[config.mk]
export PLATFORM = sky130hd
export DESIGN_NAME = vec_unit_arbiter_flat
export DESIGN_NICKNAME = d
export VERILOG_FILES = /design/src/rtl/vec_unit_arbiter_pkg.sv /design/src/rtl/vec_unit_arbiter_if.sv /design/src/rtl/vec_unit_arbiter_tag_fifo.sv /design/src/rtl/vec_unit_arbiter.sv /design/src/flat_wrapper.sv
export SDC_FILE = /design/constraint.sdc
export NUM_CORES = 1
export LEC_CHECK = 0
export BUFFER_PORTS_ARGS = -buffer_cell sky130_fd_sc_hd__buf_2
export CORE_AREA = 5 5 152 154
export DETAILED_ROUTE_END_ITERATION = 10
export DIE_AREA = 0 0 157 159
export GPL_TIMING_DRIVEN = 0
export SYNTH_ARGS = -nofsm -noshare
export SYNTH_HDL_FRONTEND = slang
export SYNTH_SLANG_ARGS = --single-unit
[constraint.sdc]
create_clock -name clk -period 2.8 [get_ports clk]
set_input_delay 0.28 -clock clk [delete_from_list [all_inputs] [get_ports clk]]
set_output_delay 0.28 -clock clk [all_outputs]
set_load 0.01 [all_outputs]
[src/rtl/vec_unit_arbiter_pkg.sv]
// Shared types for the vector-unit arbiter: fixed-point vector, op codes, requester ID.
package vec_unit_arbiter_pkg;

    typedef logic signed [15:0] fixed_t;
    typedef logic [2:0][15:0]   vector_t;

    typedef enum logic [1:0] {
        VOP_ADD   = 2'd0,
        VOP_SUB   = 2'd1,
        VOP_DOT   = 2'd2,
        VOP_CROSS = 2'd3
    } vec_op_t;

    typedef logic req_id_t;

    localparam int NUM_REQ = 2;

endpackage

[src/rtl/vec_unit_arbiter_if.sv]
// Request, issue, result and per-requester output channels of the vector-unit arbiter.
interface vec_unit_arbiter_if;
    import vec_unit_arbiter_pkg::*;

    logic [1:0] req_valid;
    logic [1:0] req_ready;
    vector_t    req_a0, req_b0, req_a1, req_b1;
    vec_op_t    req_op0, req_op1;

    logic       iss_valid;
    logic       iss_ready;
    vector_t    iss_a, iss_b;
    vec_op_t    iss_op;

    logic       res_valid;
    logic       res_ready;
    vector_t    res_data;

    logic [1:0] out_valid;
    logic [1:0] out_ready;
    vector_t    out_data;

    // master: requesters plus the arithmetic unit; slave: the arbiter
    modport master (
        output req_valid, req_a0, req_b0, req_a1, req_b1, req_op0, req_op1,
        input  req_ready,
        input  iss_valid, iss_a, iss_b, iss_op,
        output iss_ready,
        output res_valid, res_data,
        input  res_ready,
        input  out_valid, out_data,
        output out_ready
    );

    modport slave (
        input  req_valid, req_a0, req_b0, req_a1, req_b1, req_op0, req_op1,
        output req_ready,
        output iss_valid, iss_a, iss_b, iss_op,
        input  iss_ready,
        input  res_valid, res_data,
        output res_ready,
        output out_valid, out_data,
        input  out_ready
    );

endinterface

[src/rtl/vec_unit_arbiter_tag_fifo.sv]
// In-order FIFO of requester IDs, one entry per request outstanding in the unit.
module tag_fifo #(
    parameter int DEPTH = 4
) (
    input  logic                     clk,
    input  logic                     rst_n,
    input  logic                     push_i,
    input  logic                     din_i,
    input  logic                     pop_i,
    output logic                     head_o,
    output logic                     empty_o,
    output logic                     full_o,
    output logic [$clog2(DEPTH):0]   count_o
);
    localparam int AW = $clog2(DEPTH);
    localparam logic [AW-1:0] PTR_ONE = AW'(1);
    localparam logic [AW:0]   CNT_ONE = (AW + 1)'(1);
    localparam logic [AW:0]   CNT_MAX = (AW + 1)'(DEPTH);

    logic [DEPTH-1:0] mem_q;
    logic [AW-1:0]    wr_ptr_q, rd_ptr_q;
    logic [AW:0]      count_q;
    logic             do_push, do_pop;

    assign empty_o = (count_q == '0);
    assign full_o  = (count_q == CNT_MAX);
    assign head_o  = mem_q[rd_ptr_q];
    assign count_o = count_q;

    // A full FIFO refuses the push even when a pop frees a slot this cycle
    assign do_push = push_i & ~full_o;
    assign do_pop  = pop_i & ~empty_o;

    always_ff @(posedge clk) begin
        if (!rst_n) begin
            wr_ptr_q <= '0;
            rd_ptr_q <= '0;
            count_q  <= '0;
        end else begin
            if (do_push) begin
                mem_q[wr_ptr_q] <= din_i;
                wr_ptr_q        <= wr_ptr_q + PTR_ONE;
            end
            if (do_pop)
                rd_ptr_q <= rd_ptr_q + PTR_ONE;
            if (do_push && !do_pop)
                count_q <= count_q + CNT_ONE;
            else if (do_pop && !do_push)
                count_q <= count_q - CNT_ONE;
        end
    end

endmodule

[src/rtl/vec_unit_arbiter.sv]
// Round-robin share of one vector unit between two requesters, with in-order result steering.
module vec_unit_arbiter
    import vec_unit_arbiter_pkg::*;
#(
    parameter int TAG_DEPTH = 4
) (
    input  logic              clk,
    input  logic              rst_n,
    vec_unit_arbiter_if.slave bus,
    output logic              err
);
    localparam int AW = $clog2(TAG_DEPTH);

    logic    rr_last_q, rr_last_d;
    logic    iss_valid_q, iss_valid_d;
    vector_t iss_a_q, iss_a_d, iss_b_q, iss_b_d;
    vec_op_t iss_op_q, iss_op_d;
    logic    err_q, err_d;

    req_id_t grant;
    logic    grant_any, accept;
    logic    tag_head, tag_empty, tag_full, res_ready_w, pop;
    logic [AW:0] unused_tag_count;

    // Contention goes to whoever was not served last; otherwise the lone requester
    always_comb begin
        grant_any = |bus.req_valid;
        if (&bus.req_valid)
            grant = ~rr_last_q;
        else
            grant = bus.req_valid[1];
    end

    assign accept = rst_n & grant_any & (~iss_valid_q | bus.iss_ready) & ~tag_full;

    always_comb begin
        bus.req_ready        = 2'b00;
        bus.req_ready[grant] = accept;
    end

    always_comb begin
        rr_last_d   = rr_last_q;
        iss_valid_d = iss_valid_q;
        iss_a_d     = iss_a_q;
        iss_b_d     = iss_b_q;
        iss_op_d    = iss_op_q;
        err_d       = err_q | (bus.res_valid & tag_empty);
        if (accept) begin
            rr_last_d   = grant;
            iss_valid_d = 1'b1;
            iss_a_d     = grant ? bus.req_a1  : bus.req_a0;
            iss_b_d     = grant ? bus.req_b1  : bus.req_b0;
            iss_op_d    = grant ? bus.req_op1 : bus.req_op0;
        end else if (iss_valid_q && bus.iss_ready) begin
            iss_valid_d = 1'b0;
        end
    end

    always_ff @(posedge clk) begin
        if (!rst_n) begin
            rr_last_q   <= 1'b1;
            iss_valid_q <= 1'b0;
            iss_a_q     <= '0;
            iss_b_q     <= '0;
            iss_op_q    <= VOP_ADD;
            err_q       <= 1'b0;
        end else begin
            rr_last_q   <= rr_last_d;
            iss_valid_q <= iss_valid_d;
            iss_a_q     <= iss_a_d;
            iss_b_q     <= iss_b_d;
            iss_op_q    <= iss_op_d;
            err_q       <= err_d;
        end
    end

    assign bus.iss_valid = iss_valid_q;
    assign bus.iss_a     = iss_a_q;
    assign bus.iss_b     = iss_b_q;
    assign bus.iss_op    = iss_op_q;
    assign err           = err_q;

    // Results come back in issue order, so the FIFO head names the owner
    always_comb begin
        bus.out_valid           = 2'b00;
        bus.out_valid[tag_head] = bus.res_valid & ~tag_empty;
    end

    assign res_ready_w   = bus.out_ready[tag_head] & ~tag_empty;
    assign bus.res_ready = res_ready_w;
    assign bus.out_data  = bus.res_data;
    assign pop           = bus.res_valid & res_ready_w;

    tag_fifo #(
        .DEPTH (TAG_DEPTH)
    ) u_tag_fifo (
        .clk     (clk),
        .rst_n   (rst_n),
        .push_i  (accept),
        .din_i   (grant),
        .pop_i   (pop),
        .head_o  (tag_head),
        .empty_o (tag_empty),
        .full_o  (tag_full),
        .count_o (unused_tag_count)
    );

endmodule

[src/flat_wrapper.sv]
// flat-port wrapper written by rule: the top's interface ports become plain ports
module vec_unit_arbiter_flat import vec_unit_arbiter_pkg::*;
#(
    parameter int TAG_DEPTH = 4
)
  (clk, rst_n, err, bus_req_valid, bus_req_a0, bus_req_b0, bus_req_a1, bus_req_b1, bus_req_op0, bus_req_op1, bus_req_ready, bus_iss_valid, bus_iss_a, bus_iss_b, bus_iss_op, bus_iss_ready, bus_res_valid, bus_res_data, bus_res_ready, bus_out_valid, bus_out_data, bus_out_ready);
  vec_unit_arbiter_if bus_i ();
  input  logic clk;
  input  logic rst_n;
  output logic err;
  input wire logic [$bits(bus_i.req_valid)-1:0] bus_req_valid;
  input wire logic [$bits(bus_i.req_a0)-1:0] bus_req_a0;
  input wire logic [$bits(bus_i.req_b0)-1:0] bus_req_b0;
  input wire logic [$bits(bus_i.req_a1)-1:0] bus_req_a1;
  input wire logic [$bits(bus_i.req_b1)-1:0] bus_req_b1;
  input wire logic [$bits(bus_i.req_op0)-1:0] bus_req_op0;
  input wire logic [$bits(bus_i.req_op1)-1:0] bus_req_op1;
  output wire logic [$bits(bus_i.req_ready)-1:0] bus_req_ready;
  output wire logic [$bits(bus_i.iss_valid)-1:0] bus_iss_valid;
  output wire logic [$bits(bus_i.iss_a)-1:0] bus_iss_a;
  output wire logic [$bits(bus_i.iss_b)-1:0] bus_iss_b;
  output wire logic [$bits(bus_i.iss_op)-1:0] bus_iss_op;
  input wire logic [$bits(bus_i.iss_ready)-1:0] bus_iss_ready;
  input wire logic [$bits(bus_i.res_valid)-1:0] bus_res_valid;
  input wire logic [$bits(bus_i.res_data)-1:0] bus_res_data;
  output wire logic [$bits(bus_i.res_ready)-1:0] bus_res_ready;
  output wire logic [$bits(bus_i.out_valid)-1:0] bus_out_valid;
  output wire logic [$bits(bus_i.out_data)-1:0] bus_out_data;
  input wire logic [$bits(bus_i.out_ready)-1:0] bus_out_ready;
  assign bus_i.req_valid = bus_req_valid;
  assign bus_i.req_a0 = bus_req_a0;
  assign bus_i.req_b0 = bus_req_b0;
  assign bus_i.req_a1 = bus_req_a1;
  assign bus_i.req_b1 = bus_req_b1;
  assign bus_i.req_op0 = bus_req_op0;
  assign bus_i.req_op1 = bus_req_op1;
  assign bus_req_ready = bus_i.req_ready;
  assign bus_iss_valid = bus_i.iss_valid;
  assign bus_iss_a = bus_i.iss_a;
  assign bus_iss_b = bus_i.iss_b;
  assign bus_iss_op = bus_i.iss_op;
  assign bus_i.iss_ready = bus_iss_ready;
  assign bus_i.res_valid = bus_res_valid;
  assign bus_i.res_data = bus_res_data;
  assign bus_res_ready = bus_i.res_ready;
  assign bus_out_valid = bus_i.out_valid;
  assign bus_out_data = bus_i.out_data;
  assign bus_i.out_ready = bus_out_ready;
  vec_unit_arbiter #(.TAG_DEPTH(TAG_DEPTH)) u_core (.clk(clk), .rst_n(rst_n), .bus(bus_i), .err(err));
endmodule
==> impl_results.md <==
* Outcome: finished, final reports clean
* Standard-cell row count at 54
* Die area at 0.02496 mm²
* Switching power at 1.840 mW
* Post-Synth Adder-Cell Area at 1.559%
* First-pass GRT wire length at 29460 µm
* Area of the multi-input gates at 0.002451 mm²
* Final hold violations at 0
* Mapped Cells at 552
* Drt first pass iters at 4
* Vias post-DR at 5228
* Worst EP required at 3.09 ns
* Starting Density at 24.57%
* Total gr overflow at 0
* # IOs at 405
* Drt drc at 0
* Sequential share of the synthesized area at 43.09%
* Post-Syn Area at 0.005296 mm²
* Post-CTS setup buffers at 0
* Register area at 0.002283 mm²
* Period utilisation layout at 93.90%
* P_int at 3.332 mW
* Crit path kind: reg2reg
* Pre-CTS setup slack at -0.1547 ns
* WL per Instance at 16.73 µm
* Fin area at 0.007720 mm²
* Least-Margin Pin Slew at 0.8127 ns
* Ratio of cells with drive above 1 in the final layout at 48.21%
* TritonCTS clock tree: done
* Fin Setup TNS at 0 ns
* Post-CTS Hold Buffers at 0
* Non-Filler Instances at 1204
* Setup crit end: u_core.u_tag_fifo.count_o[2]
* Clock Skew at 0.01496 ns
* Worst hold start: rst_n
* Pleak at 3.756 nW
* Hold Path Class: in2reg
* Placed cell areas at 0.007428 mm²
* Most frequent cells in the layout: 376 x buf_2, 107 x nor2_1, 107 x dfxtp_1
* Synth warn at 0
* RSZ-0062 raised after global routing: no
* H-tree depth at 3
* Final ANT Viol Nets at 0
* Max-slew headroom at 45.82%
* Worst r2r path cells at 9
* Worst-path clk slew at 0.08 ns
* Worst path arrival time at 2.92 ns
* Cells after DPL at 1188
* Worst vdd ir at 267.3 µV
* Xor/xnor share of the synthesized area at 0.4961%
* Clk_lat worst skew at 0.36 ns
* Pin count of the biggest net entering global routing at 20
* Synth Area in Compound Gates at 15.24%
* Clk network pwr share at 23.8%
* Largest family of logic cells by synthesized area: multiplexers
* Chip Height at 159 µm
* Sequential Power Share at 40.5%
* Clk sinks at 112
* Reg2reg setup slack at 0.17 ns
* Sw frac at 35.58%
* CP Max Fanout at 6
* Final worst setup slack at 0.1708 ns
* IO buf count at 356
* Layout overhead on the synthesized area at 45.76%
* Initial antenna violation count at 1
* Cell variety after synth at 31
* Max_cap viols at 0
* Fmax at 380.3 MHz
* Logic gate share of total power at 35.7%
* Commonest non-fill, non-tap cell in the layout: buf_2
* Worst Setup Start Kind: flip-flop
* Critical Path Source: u_core.u_tag_fifo.rd_ptr_q[0]
* Number of synthesized register bits at 112
* Crit end category: flip-flop
* Fin. max-slew vios at 0
* Pwr Density at 669.9 mW/mm²
* Core area at 0.02155 mm²
* Vias/cell at 4.342
* Gr usage total at 15.22%
* Initial DRC count at 175
* Reg2reg end: u_core.u_tag_fifo.count_o[2]
* Clock Tree Buf Depth at 2
* Layout fillers at 2256
* Syn_nets at 810
* Detail Placement HPWL at 16180 µm
* Min Hold Slack at 0.1506 ns
* Final #Nets at 1176
* Die W at 157 µm
* Simple-gate share of the synthesized area at 9.237%
* Synthesized area per cell at 9.595 µm²
* Cts bufs inserted at 9
* Routability cong. at 0.7735
* Multiplexer area fraction after synthesis at 19.51%
* CTS Root Cell: clkbuf_16
* Critical R2R Launch: u_core.u_tag_fifo.rd_ptr_q[0]
* Setup violations, final at 0
* Fin crit period at 2.629 ns
* Final WL at 20150 µm
* Vias in the first global route at 5149
[power groups by stage]
stage / Sequential (mW) / Clock (mW) / Combinational (mW)
2_1_floorplan: 2.24 / 0 / 0.949
3_3_place_gp: 2.12 / 0 / 1.86
3_5_place_dp: 2.13 / 0 / 1.87
4_1_cts: 2.10 / 1.29 / 1.87
5_1_grt: 2.14 / 1.35 / 2.05
6_report: 2.10 / 1.23 / 1.85
[registers in the layout, indices dropped and copies added, names as in the netlist]
signal                      flops
u_core.bus.iss_a               48
u_core.bus.iss_b               48
u_core.bus.iss_op               2
u_core.bus.iss_valid            1
u_core.err                      1
u_core.rr_last_q                1
u_core.u_tag_fifo.count_o       3
u_core.u_tag_fifo.mem_q         4
u_core.u_tag_fifo.rd_ptr_q      2
u_core.u_tag_fifo.wr_ptr_q      2
[worst min-delay path by stage]
stage                                       to  slack, ns  cells after the start
after floorplan           u_core.bus.iss_valid       0.39                      1
after global placement        u_core.rr_last_q       0.45                      1
after detailed placement      u_core.rr_last_q       0.45                      1
after CTS                 u_core.bus.iss_valid       0.13                      2
after global routing      u_core.bus.iss_valid       0.14                      2
final                     u_core.bus.iss_valid       0.15                      2
[per-layer routing]
metal	global-route usage [%]	up-vias	part of all wire [%]
li1	-	2644	-
met1	17.66	2304	37
met2	27.36	266	51
met3	4.023	14	11
met4	4.181	0	1.2
met5	0	-	0
[synthesized netlist by cell type, drive strengths merged]
master	n	area [µm²]
clkbuf	14	52.55
nor2b	2	12.51
o21ai	3	15.01
inv	5	18.76
a21boi	1	7.510
clkinv	1	3.750
or4	1	7.510
fa	1	20.02
ha	5	62.56
xnor2	1	8.760
a21o	1	7.510
a21oi	5	25.02
or3	2	12.51
nor3	1	5.000
xor2	2	17.52
dfxtp	108	2162
buf	78	500.5
o31ai	1	7.510
mux4	1	22.52
a211oi	98	735.7
a211o	1	8.760
nor2	107	401.6
nand2b	2	12.51
edfxtp	4	120.1
mux2i	101	1011
or2	1	6.260
and2	5	31.28
[timing repair]
action | CTS | global route
endpoints found under the setup margin | 1 | 1
resized for setup | 2 | 3
pin swaps | 0 | 0
[cell families (layout without fill, tap and decap cells)]
group / after synthesis / after routing
fa+ha+maj: 6 / 6
mux: 102 / 102
buf+inv: 98 / 469
flops: 112 / 112
xor+xnor: 3 / 3
simple gates: 121 / 121
compound gates: 110 / 110
other cells: 0 / 1
[metrics by stage]
step	utilization [%]	power, mW
floorplan	-	3.191
global placement	34.47	3.979
detailed placement	34.47	4.001
CTS	35.74	5.260
global route	35.81	5.530
finish	35.82	5.171
[critical path, stage by stage (launching register included)]
cell and delay [ns]:
dfxtp_2 0.37, mux4_2 0.56, mux2i_4 0.25, or2_2 0.15, ha_1 0.17, inv_1 0.06, fa_1 0.37, xor2_1 0.17
or3_1 0.31, a21oi_1 0.14
[cell type report]
cell class                      instances  share of cell area, %
Multi-Input combinational cell        342                  31.75
Sequential cell                       112                  29.58
Timing Repair Buffer                  356                  23.08
Buffer                                 91                  7.180
Tap cell                              280                  4.538
Clock buffer                           10                  2.966
Clock inverter                          6                 0.5835
Inverter                                6                 0.2917
Antenna cell                            1                0.03241
Note: power is estimated with default switching activity, not from simulation.
